<file path="src/rtl/loop_trace_capture.sv">
// Change-event trace capture: records loop-generator value changes into an 8-entry FIFO.
// Optional sequence checker on act2 enabled by defining LOOP_TRACE_CHECK_EN.
module loop_trace_capture #(
    parameter int DATA_W = 8
) (
    input  logic                  clk,
    input  logic                  rst_n,
    input  logic                  cap_en,
    input  logic                  clr,
    input  logic [DATA_W-1:0]     act1,
    input  logic [DATA_W-1:0]     act2,
    input  logic [3:0]            phase,
    output logic                  out_valid,
    input  logic                  out_ready,
    output logic [2*DATA_W+1:0]   out_data,
    output logic                  ovf,
    output logic [7:0]            drop_cnt,
    output logic [7:0]            frame_cnt,
    output logic                  err
);

    localparam int ENT_W = 2*DATA_W + 2;

    logic [DATA_W-1:0] prev1_q, prev2_q;
    logic              phase1_q;
    logic [ENT_W-1:0]  mem_q [8];
    logic [2:0]        wr_ptr_q, wr_ptr_d, rd_ptr_q, rd_ptr_d;
    logic [3:0]        count_q, count_d;
    logic              ovf_q, ovf_d;
    logic [7:0]        drop_cnt_q, drop_cnt_d;
    logic [7:0]        frame_cnt_q, frame_cnt_d;

    logic chg1, chg2, change_evt, fifo_full, fifo_empty, push, pop, drop;
    logic [ENT_W-1:0] entry;

    assign chg1       = (act1 != prev1_q);
    assign chg2       = (act2 != prev2_q);
    // The step after an end-of-frame marker is the generator clearing its values, not a real change.
    assign change_evt = cap_en && (chg1 || chg2) && !phase1_q;
    assign entry      = {chg2, chg1, act2, act1};

    assign fifo_full  = (count_q == 4'd8);
    assign fifo_empty = (count_q == 4'd0);
    assign pop        = !fifo_empty && out_ready;
    assign push       = change_evt && (!fifo_full || pop);
    assign drop       = change_evt && fifo_full && !pop;

    always_comb begin
        wr_ptr_d    = wr_ptr_q;
        rd_ptr_d    = rd_ptr_q;
        count_d     = count_q;
        ovf_d       = ovf_q;
        drop_cnt_d  = drop_cnt_q;
        frame_cnt_d = frame_cnt_q;
        if (clr) begin
            wr_ptr_d    = 3'd0;
            rd_ptr_d    = 3'd0;
            count_d     = 4'd0;
            ovf_d       = 1'b0;
            drop_cnt_d  = 8'd0;
            frame_cnt_d = 8'd0;
        end else begin
            if (push) wr_ptr_d = wr_ptr_q + 3'd1;
            if (pop)  rd_ptr_d = rd_ptr_q + 3'd1;
            case ({push, pop})
                2'b10:   count_d = count_q + 4'd1;
                2'b01:   count_d = count_q - 4'd1;
                default: count_d = count_q;
            endcase
            if (drop) begin
                ovf_d = 1'b1;
                if (drop_cnt_q != 8'hFF) drop_cnt_d = drop_cnt_q + 8'd1;
            end
            if (cap_en && (phase == 4'd1)) frame_cnt_d = frame_cnt_q + 8'd1;
        end
    end

    always_ff @(posedge clk or negedge rst_n) begin
        if (!rst_n) begin
            prev1_q     <= '0;
            prev2_q     <= '0;
            phase1_q    <= 1'b0;
            wr_ptr_q    <= 3'd0;
            rd_ptr_q    <= 3'd0;
            count_q     <= 4'd0;
            ovf_q       <= 1'b0;
            drop_cnt_q  <= 8'd0;
            frame_cnt_q <= 8'd0;
        end else begin
            prev1_q     <= act1;
            prev2_q     <= act2;
            phase1_q    <= (phase == 4'd1);
            wr_ptr_q    <= wr_ptr_d;
            rd_ptr_q    <= rd_ptr_d;
            count_q     <= count_d;
            ovf_q       <= ovf_d;
            drop_cnt_q  <= drop_cnt_d;
            frame_cnt_q <= frame_cnt_d;
        end
    end

    // Storage is data only; validity is tracked entirely by the pointers and occupancy.
    always_ff @(posedge clk) begin
        if (push && !clr) mem_q[wr_ptr_q] <= entry;
    end

    assign out_valid = !fifo_empty;
    assign out_data  = out_valid ? mem_q[rd_ptr_q] : '0;
    assign ovf       = ovf_q;
    assign drop_cnt  = drop_cnt_q;
    assign frame_cnt = frame_cnt_q;

`ifdef LOOP_TRACE_CHECK_EN
    logic err_q, err_d;

    always_comb begin
        err_d = err_q;
        if (clr)
            err_d = 1'b0;
        else if (change_evt && (act2 != prev2_q + 8'd1))
            err_d = 1'b1;
    end

    always_ff @(posedge clk or negedge rst_n) begin
        if (!rst_n) err_q <= 1'b0;
        else        err_q <= err_d;
    end

    assign err = err_q;
`else
    assign err = 1'b0;
`endif

endmodule

</file>
<file path="config.mk">
export PLATFORM = sky130hd
export DESIGN_NAME = loop_trace_capture
export DESIGN_NICKNAME = d
export VERILOG_FILES = /design/src/rtl/loop_trace_capture.sv
export SDC_FILE = /design/constraint.sdc
export NUM_CORES = 1
export LEC_CHECK = 0
export ABC_AREA = 1
export CAP_MARGIN = 0
export CORE_MARGIN = 4
export CORE_UTILIZATION = 30
export CTS_BUF_LIST = sky130_fd_sc_hd__clkbuf_4 sky130_fd_sc_hd__clkbuf_8
export DETAILED_ROUTE_END_ITERATION = 10
export PLACE_DENSITY = 0.45
export SLEW_MARGIN = 15
export SYNTH_ARGS = -nofsm -noshare
export SYNTH_HDL_FRONTEND = slang
export SYNTH_SLANG_ARGS = --single-unit
</file>
<file path="constraint.sdc">
create_clock -name clk -period 4.6 [get_ports clk]
set_input_delay 0.69 -clock clk [delete_from_list [all_inputs] [get_ports clk]]
set_output_delay 0.69 -clock clk [all_outputs]
set_load 0.01 [all_outputs]
</file>
==> reports/metrics.cfg, run 1 <==
[logic_synthesis]
syn_area_um2 = 7960
synth_flop_cell = edfxtp_1
syn_nets = 755
yosys.cell_count.top_type = nor2_1
ys_top_cells_by_count = 152 x nor2_1, 144 x edfxtp_1, 99 x o21ai_0, 80 x nand2_1, 57 x inv_1
ys_seq_area_share_pct = 68.1
synth_top_area_cell = edfxtp_1
synthCells = 723
ys_ff_latch = 188
ys.warnings.count = 0
netlist.area_leader.share_pct = 54.3
synth_edf_count = 144
synthArstFlopShare_pct = 23.4
ys_types = 40
synth_area_leaders = edfxtp_1 54%, dfrtp_1 14%, nor2_1 7.2%, o21ai_0 6.2%, nand2_1 3.8%
avgSynthCellArea_um2 = 11.0

[worst_setup_path]
path_delay_family = buffers and inverters
ff2ff_setup_slack_ns = 1.45
critPathMaxStageDelay_ns = 0.61
start_kind = flip-flop
r2r-start = count_q[0]$_DFFE_PN0P_
worstSetupEndpointType = primary output
critPathKind = flip-flop to primary output
reg2reg_depth = 10
slowest_stage = clkdlybuf4s50_1
cp_max_fo = 16
crit_required_ns = 3.91
reg2reg_to = mem_q[5][2]$_DFFE_PP_
crit_chain = clkinv_1, buf_4, nor2_1, o21ai_0, a31oi_1, clkdlybuf4s50_1
arrival_ns = 3.00
worstPathBufferInverterCount = 3

[sta]
period_needed_ns = 3.69
finalHoldViolations = 0
worst_clock_skew_ns = 0.0167
setup_slack_ns = 0.911
rsz0062_at_grt = no
setup_viol = 0
drv_slew = 0
slew_headroom_pct = 45.0
fin_crit_sh_pct = 80.2
worstMarginPinSlew_ns = 0.826
clock.fmax_ghz = 0.271
finalSetupTns_ns = 0

[clock_network]
clock_path_buffers = 2
clkSlewWorstSetupHoldPaths_ns = 0.11
clkSinkCount = 188
post_cts_buffers = 0
cts_resized = 0
cts_buffers = 17
cts_hold_buf = 0
root_buffer = clkbuf_8
cts_tree = done
insertion_delay_ns = 0.46
cts_max_level = 4

[route]
firstDrtPassIters = 5
vias = 5333
avgViaCountPerCell = 4.69
antenna_left = 0
route.detailed.drc = 0
wire_per_inst_um = 16.9
routed_wirelength_um = 19200
drt_iter0_markers = 353

[power_and_ir_drop]
p_leak_nw = 3.49
power_density_nw_per_um2 = 487
total_power_mw = 4.59
ir_drop_mv = 0.243

[floorplanning]
io_pins = 62
core_um2 = 26100
die_height_um = 171
rows = 59
initial_utilization_pct = 30.6
die-area_um2 = 29200
dieWidth_um = 171

[placed_design]
placed_cell_area_um2 = 9020
hpwlAfterDp_um = 11700
gp_congestion = 0.800
post-place-ws_ns = 0.860
port_buffers = 60

[global_route]
grt_pass1_vias = 5516
grt_first_pass_wirelength_um = 30200
grt_max_degree = 74
gr-total-overflow = 0
antenna_found_initial = 0
track_usage_pct = 13.5

[cells_and_area]
drive_gt1_share_pct = 10.4
n_fill_cell = 2555
n_antenna_cell = 0
area_growth_pct = 18.3
stdcell_area_um2 = 9420
nNetsFinal = 820

[status]
outcome = complete, no violations

[run]
cap_violations = 0

[hold_path]
min_path_type = primary input to asynchronous set/reset pin

-- area by class of cell --
type	count	area (µm²)	share of cell area (%)
timing repair buffer	79	776	8.24
tap	335	419	4.45
sequential	188	5430	57.6
inverter	61	231	2.46
clock inverter	14	149	1.58
multi-input combinational	441	2170	23.0
clock buffer	18	248	2.63
-- flip-flops by register name, summed over array words and instances (netlist names) --
name       count
count_q        4
drop_cnt       8
frame_cnt      8
mem_q        144
ovf            1
phase1_q       1
prev1_q        8
prev2_q        8
rd_ptr_q       3
wr_ptr_q       3
-- metal layers --
| metal | vias up | GRT usage [%] | share of wire, % |
|---|---|---|---|
| met5 | - | 0 | 0 |
| met4 | 0 | 3.75 | 0.79 |
| met3 | 11 | 2.84 | 5.3 |
| met2 | 121 | 22.2 | 48 |
| met1 | 2599 | 18.2 | 46 |
| li1 | 2602 | - | - |
-- worst max path at each step --
stage,start,endpoint,cells past startpoint
6_report,rd_ptr_q[1]$_DFFE_PN0P_,out_data[17],6
5_1_grt,rd_ptr_q[0]$_DFFE_PN0P_,out_data[16],6
4_1_cts,rd_ptr_q[1]$_DFFE_PN0P_,out_data[17],6
3_5_place_dp,act2[0],mem_q[5][1]$_DFFE_PP_,12
3_3_place_gp,act2[1],mem_q[6][0]$_DFFE_PP_,12
2_1_floorplan,act1[0],mem_q[0][0]$_DFFE_PP_,11
-- placed cells by master, fill, tap and decap left out, drive strengths merged --
master and n:
xor2 6, dfrtp 44, a211oi 2, edfxtp 144, nand2 85, clkinv 4, nor4 1, ha 6
buf 20, clkbuf 18, nand4 5, clkdlybuf4s50 59, xnor2 1, nor2 156, inv 68, nand3b 1
conb 1, bufinv 1, nor3 6, nor3b 2, a31oi 18, nand3 12, o21ai 110, a21oi 10
fa 1, clkinvlp 2, o22ai 18
-- stage by stage --
| stage | utilization (%) | hold slack (ns) | cells |
|---|---|---|---|
| 2_1_floorplan | - | 0.394 | 723 |
| 3_3_place_gp | 34.6 | 0.464 | 1104 |
| 3_5_place_dp | 34.6 | 0.464 | 1104 |
| 4_1_cts | 36.1 | 0.170 | 1136 |
| 5_1_grt | 36.1 | 0.189 | 1136 |
| 6_report | 36.1 | 0.186 | 1136 |
-- where the power goes --
| part | internal [mW] | leakage, nW | switching, mW |
|---|---|---|---|
| clock | 0.465 | 0.197 | 0.635 |
| combinational | 0.594 | 1.42 | 0.965 |
| sequential | 1.89 | 1.87 | 0.0363 |
| total | 2.95 | 3.49 | 1.64 |
-- cell families (layout without fill, tap and decap cells) --
logic type	count (synthesis)	in the layout	synth area share [%]
simple gates	268	268	14.1
flops	188	188	68.1
compound gates	158	158	11.0
buf+inv	94	172	4.81
fa+ha+maj	7	7	1.19
xor+xnor	7	7	0.770
other cells	1	1	0.0471
Note: power is estimated with default switching activity, not from simulation.
==> run 2, diff against run 1 <==
PLACE_DENSITY = 0.46   (was 0.45)
clock period = 3.3 ns   (was 4.6 ns; I/O delays follow)
==> run 2 against run 1 <==
First-iteration DRC count fell by 4.8%. Die area did not move. Clock power rose by 37%. Final cell count rose by 2.6%. Critical path depth rose by 1. Clock skew rose by 0.0011 ns. Sequential share of layout area fell by 1.7 points. Global-route usage fell by 0.14 points. Critical path type unchanged. Largest power group unchanged.
==> reports/metrics.cfg, run 2 (synthesized netlist as in run 1, its figures left out) <==
[cells_and_area]
top_register = mem_q
final_cell_mix = 144 x nor2_1, 144 x edfxtp_1, 99 x o21ai_0
area_growth_pct = 21.9
multiInputGateArea_um2 = 2180  ; +0.52%
final-seq-area_um2 = 5430  ; unchanged
final_util_pct = 37.2  ; +1.1 points
largest_reg_flops = 144  ; unchanged
stdcell_area_um2 = 9700  ; +3.0%
n_fill_cell = 2570  ; +0.59%
nNetsFinal = 849  ; +3.5%
n_antenna_cell = 0  ; unchanged
drive_gt1_share_pct = 13.6  ; +3.3 points

[power_and_ir_drop]
power_density_nw_per_um2 = 664  ; +36%
total_power_mw = 6.45  ; +41%
p_leak_nw = 3.65  ; +4.6%
ir_drop_mv = 0.334  ; +38%

[clock_network]
clkSinkCount = 188  ; unchanged
clkSlewWorstSetupHoldPaths_ns = 0.10  ; about the same
insertion_delay_ns = 0.46  ; about the same
cts_buffers = 17  ; unchanged
cts_max_level = 4  ; unchanged
clock_path_buffers = 2  ; unchanged
cts_tree = done
root_buffer = clkbuf_8
cts_hold_buf = 0  ; unchanged

[route]
firstDrtPassIters = 4  ; -1
wire_per_inst_um = 16.3  ; -3.2%
drt_iter0_markers = 336  ; -4.8%
vias = 5380  ; +0.88%
route.detailed.drc = 0  ; unchanged
avgViaCountPerCell = 4.62  ; -1.6%
routed_wirelength_um = 19000  ; -0.75%
antenna_left = 0  ; unchanged

[worst_setup_path]
crit_required_ns = 2.80  ; -1.11 ns
arrival_ns = 2.62  ; -0.38 ns
cp_max_fo = 30  ; +14
critPathKind = flip-flop to primary output
start_kind = flip-flop
worstSetupEndpointType = primary output

[global_route]
busiest_layer = met2
grt_pass1_vias = 5296  ; -4.0%
track_usage_pct = 13.4  ; -0.14 points
grt_max_degree = 74  ; unchanged
gr-total-overflow = 0  ; unchanged
grt_use_met2_pct = 21.8  ; -0.41 points
antenna_found_initial = 0  ; unchanged
grt_use_met3_pct = 3.12  ; +0.28 points
grt_first_pass_wirelength_um = 29900  ; -1.2%
use_met1_pct = 18.4  ; +0.20 points

[floorplanning]
io_pins = 62  ; unchanged
initial_utilization_pct = 30.6  ; unchanged
die_height_um = 171  ; unchanged
dieWidth_um = 171  ; unchanged
rows = 59  ; unchanged
core_um2 = 26100  ; unchanged
die-area_um2 = 29200  ; unchanged

[placed_design]
gp_congestion = 0.740  ; -7.6%
hpwlAfterDp_um = 11900  ; +2.1%
port_buffers = 60  ; unchanged
placed_cell_area_um2 = 9310  ; +3.2%
post-place-ws_ns = 0.0708  ; -0.789 ns

[sta]
finalHoldViolations = 0  ; unchanged
setup_slack_ns = 0.186  ; -0.724 ns
period_needed_ns = 3.11
clock.fmax_ghz = 0.321
worstMarginPinSlew_ns = 0.580  ; -0.246 ns
worst_clock_skew_ns = 0.0179  ; +0.00111 ns
setup_viol = 0  ; unchanged
finalSetupTns_ns = 0  ; unchanged
rsz0062_at_grt = no
slew_headroom_pct = 61.4  ; +16 points
fin_crit_sh_pct = 94.3
drv_slew = 0  ; unchanged

[status]
outcome = complete, no violations

[run]
cap_violations = 0  ; unchanged

[hold_path]
min_path_type = primary input to asynchronous set/reset pin

-- run 2: power by group --
| group | switching, mW | total (mW) | internal (mW) |
|---|---|---|---|
| clock network | 0.869 | 1.51 | 0.637 |
| logic | 1.34 | 2.25 | 0.912 |
| registers | 0.0550 | 2.69 | 2.63 |
-- run 2: worst paths after layout --
| path | start | endpoint | slack (ns) | cells past startpoint |
|---|---|---|---|---|
| worst min-delay path | rst_n | count_q[0]$_DFFE_PN0P_ | 0.03 | 1 |
| min in group clk | frame_cnt[7]$_DFFE_PN0P_ | frame_cnt[7]$_DFFE_PN0P_ | 0.47 | 1 |
| worst max-delay path | rd_ptr_q[1]$_DFFE_PN0P_ | out_data[16] | 0.19 | 7 |
| max in group asynchronous | rst_n | drop_cnt[1]$_DFFE_PN0P_ | 2.63 | 2 |
| worst max register to register | count_q[0]$_DFFE_PN0P_ | count_q[3]$_DFFE_PN0P_ | 0.73 | 15 |
| worst min register to register | frame_cnt[7]$_DFFE_PN0P_ | frame_cnt[7]$_DFFE_PN0P_ | 0.47 | 1 |
-- run 2: metrics by stage --
step	hold slack [ns]	cells
final	0.0314	1165
after detailed placement	0.460	1133
after CTS	0.0394	1165
after floorplan	0.199	723
after global routing	0.0292	1165
after global placement	0.466	1133
-- run 2: repair_timing --
| item | 4_1_cts | 5_1_grt |
|---|---|---|
| endpoints found under the setup margin | 0 | 3 |
| buffers inserted | 0 | 0 |
| resized for setup | 0 | 3 |
-- run 2: per-layer routing --
layer,part of all wire (%),vias up
met5,0,-
met1,48,2620
met2,47,82
met3,3.8,8
li1,-,2670
met4,0.68,0
-- run 2: final cells by class --
| class | count | share of cell area (%) |
|---|---|---|
| clock buffers | 19 | 2.57 |
| well taps | 335 | 4.32 |
| flip-flops and latches | 188 | 55.9 |
| repair buffers | 108 | 10.9 |
| inverters | 61 | 2.40 |
| multi-input cells | 441 | 22.5 |
| clock inverters | 13 | 1.39 |
-- run 2: worst max-delay path, cell delays in order, from the launching register on --
cell	delay, ns
dfrtp_1	0.41
clkinv_1	0.23
buf_12	0.24
o21ai_0	0.11
o22ai_1	0.16
o21ai_0	0.12
a31oi_2	0.27
clkdlybuf4s50_1	0.62
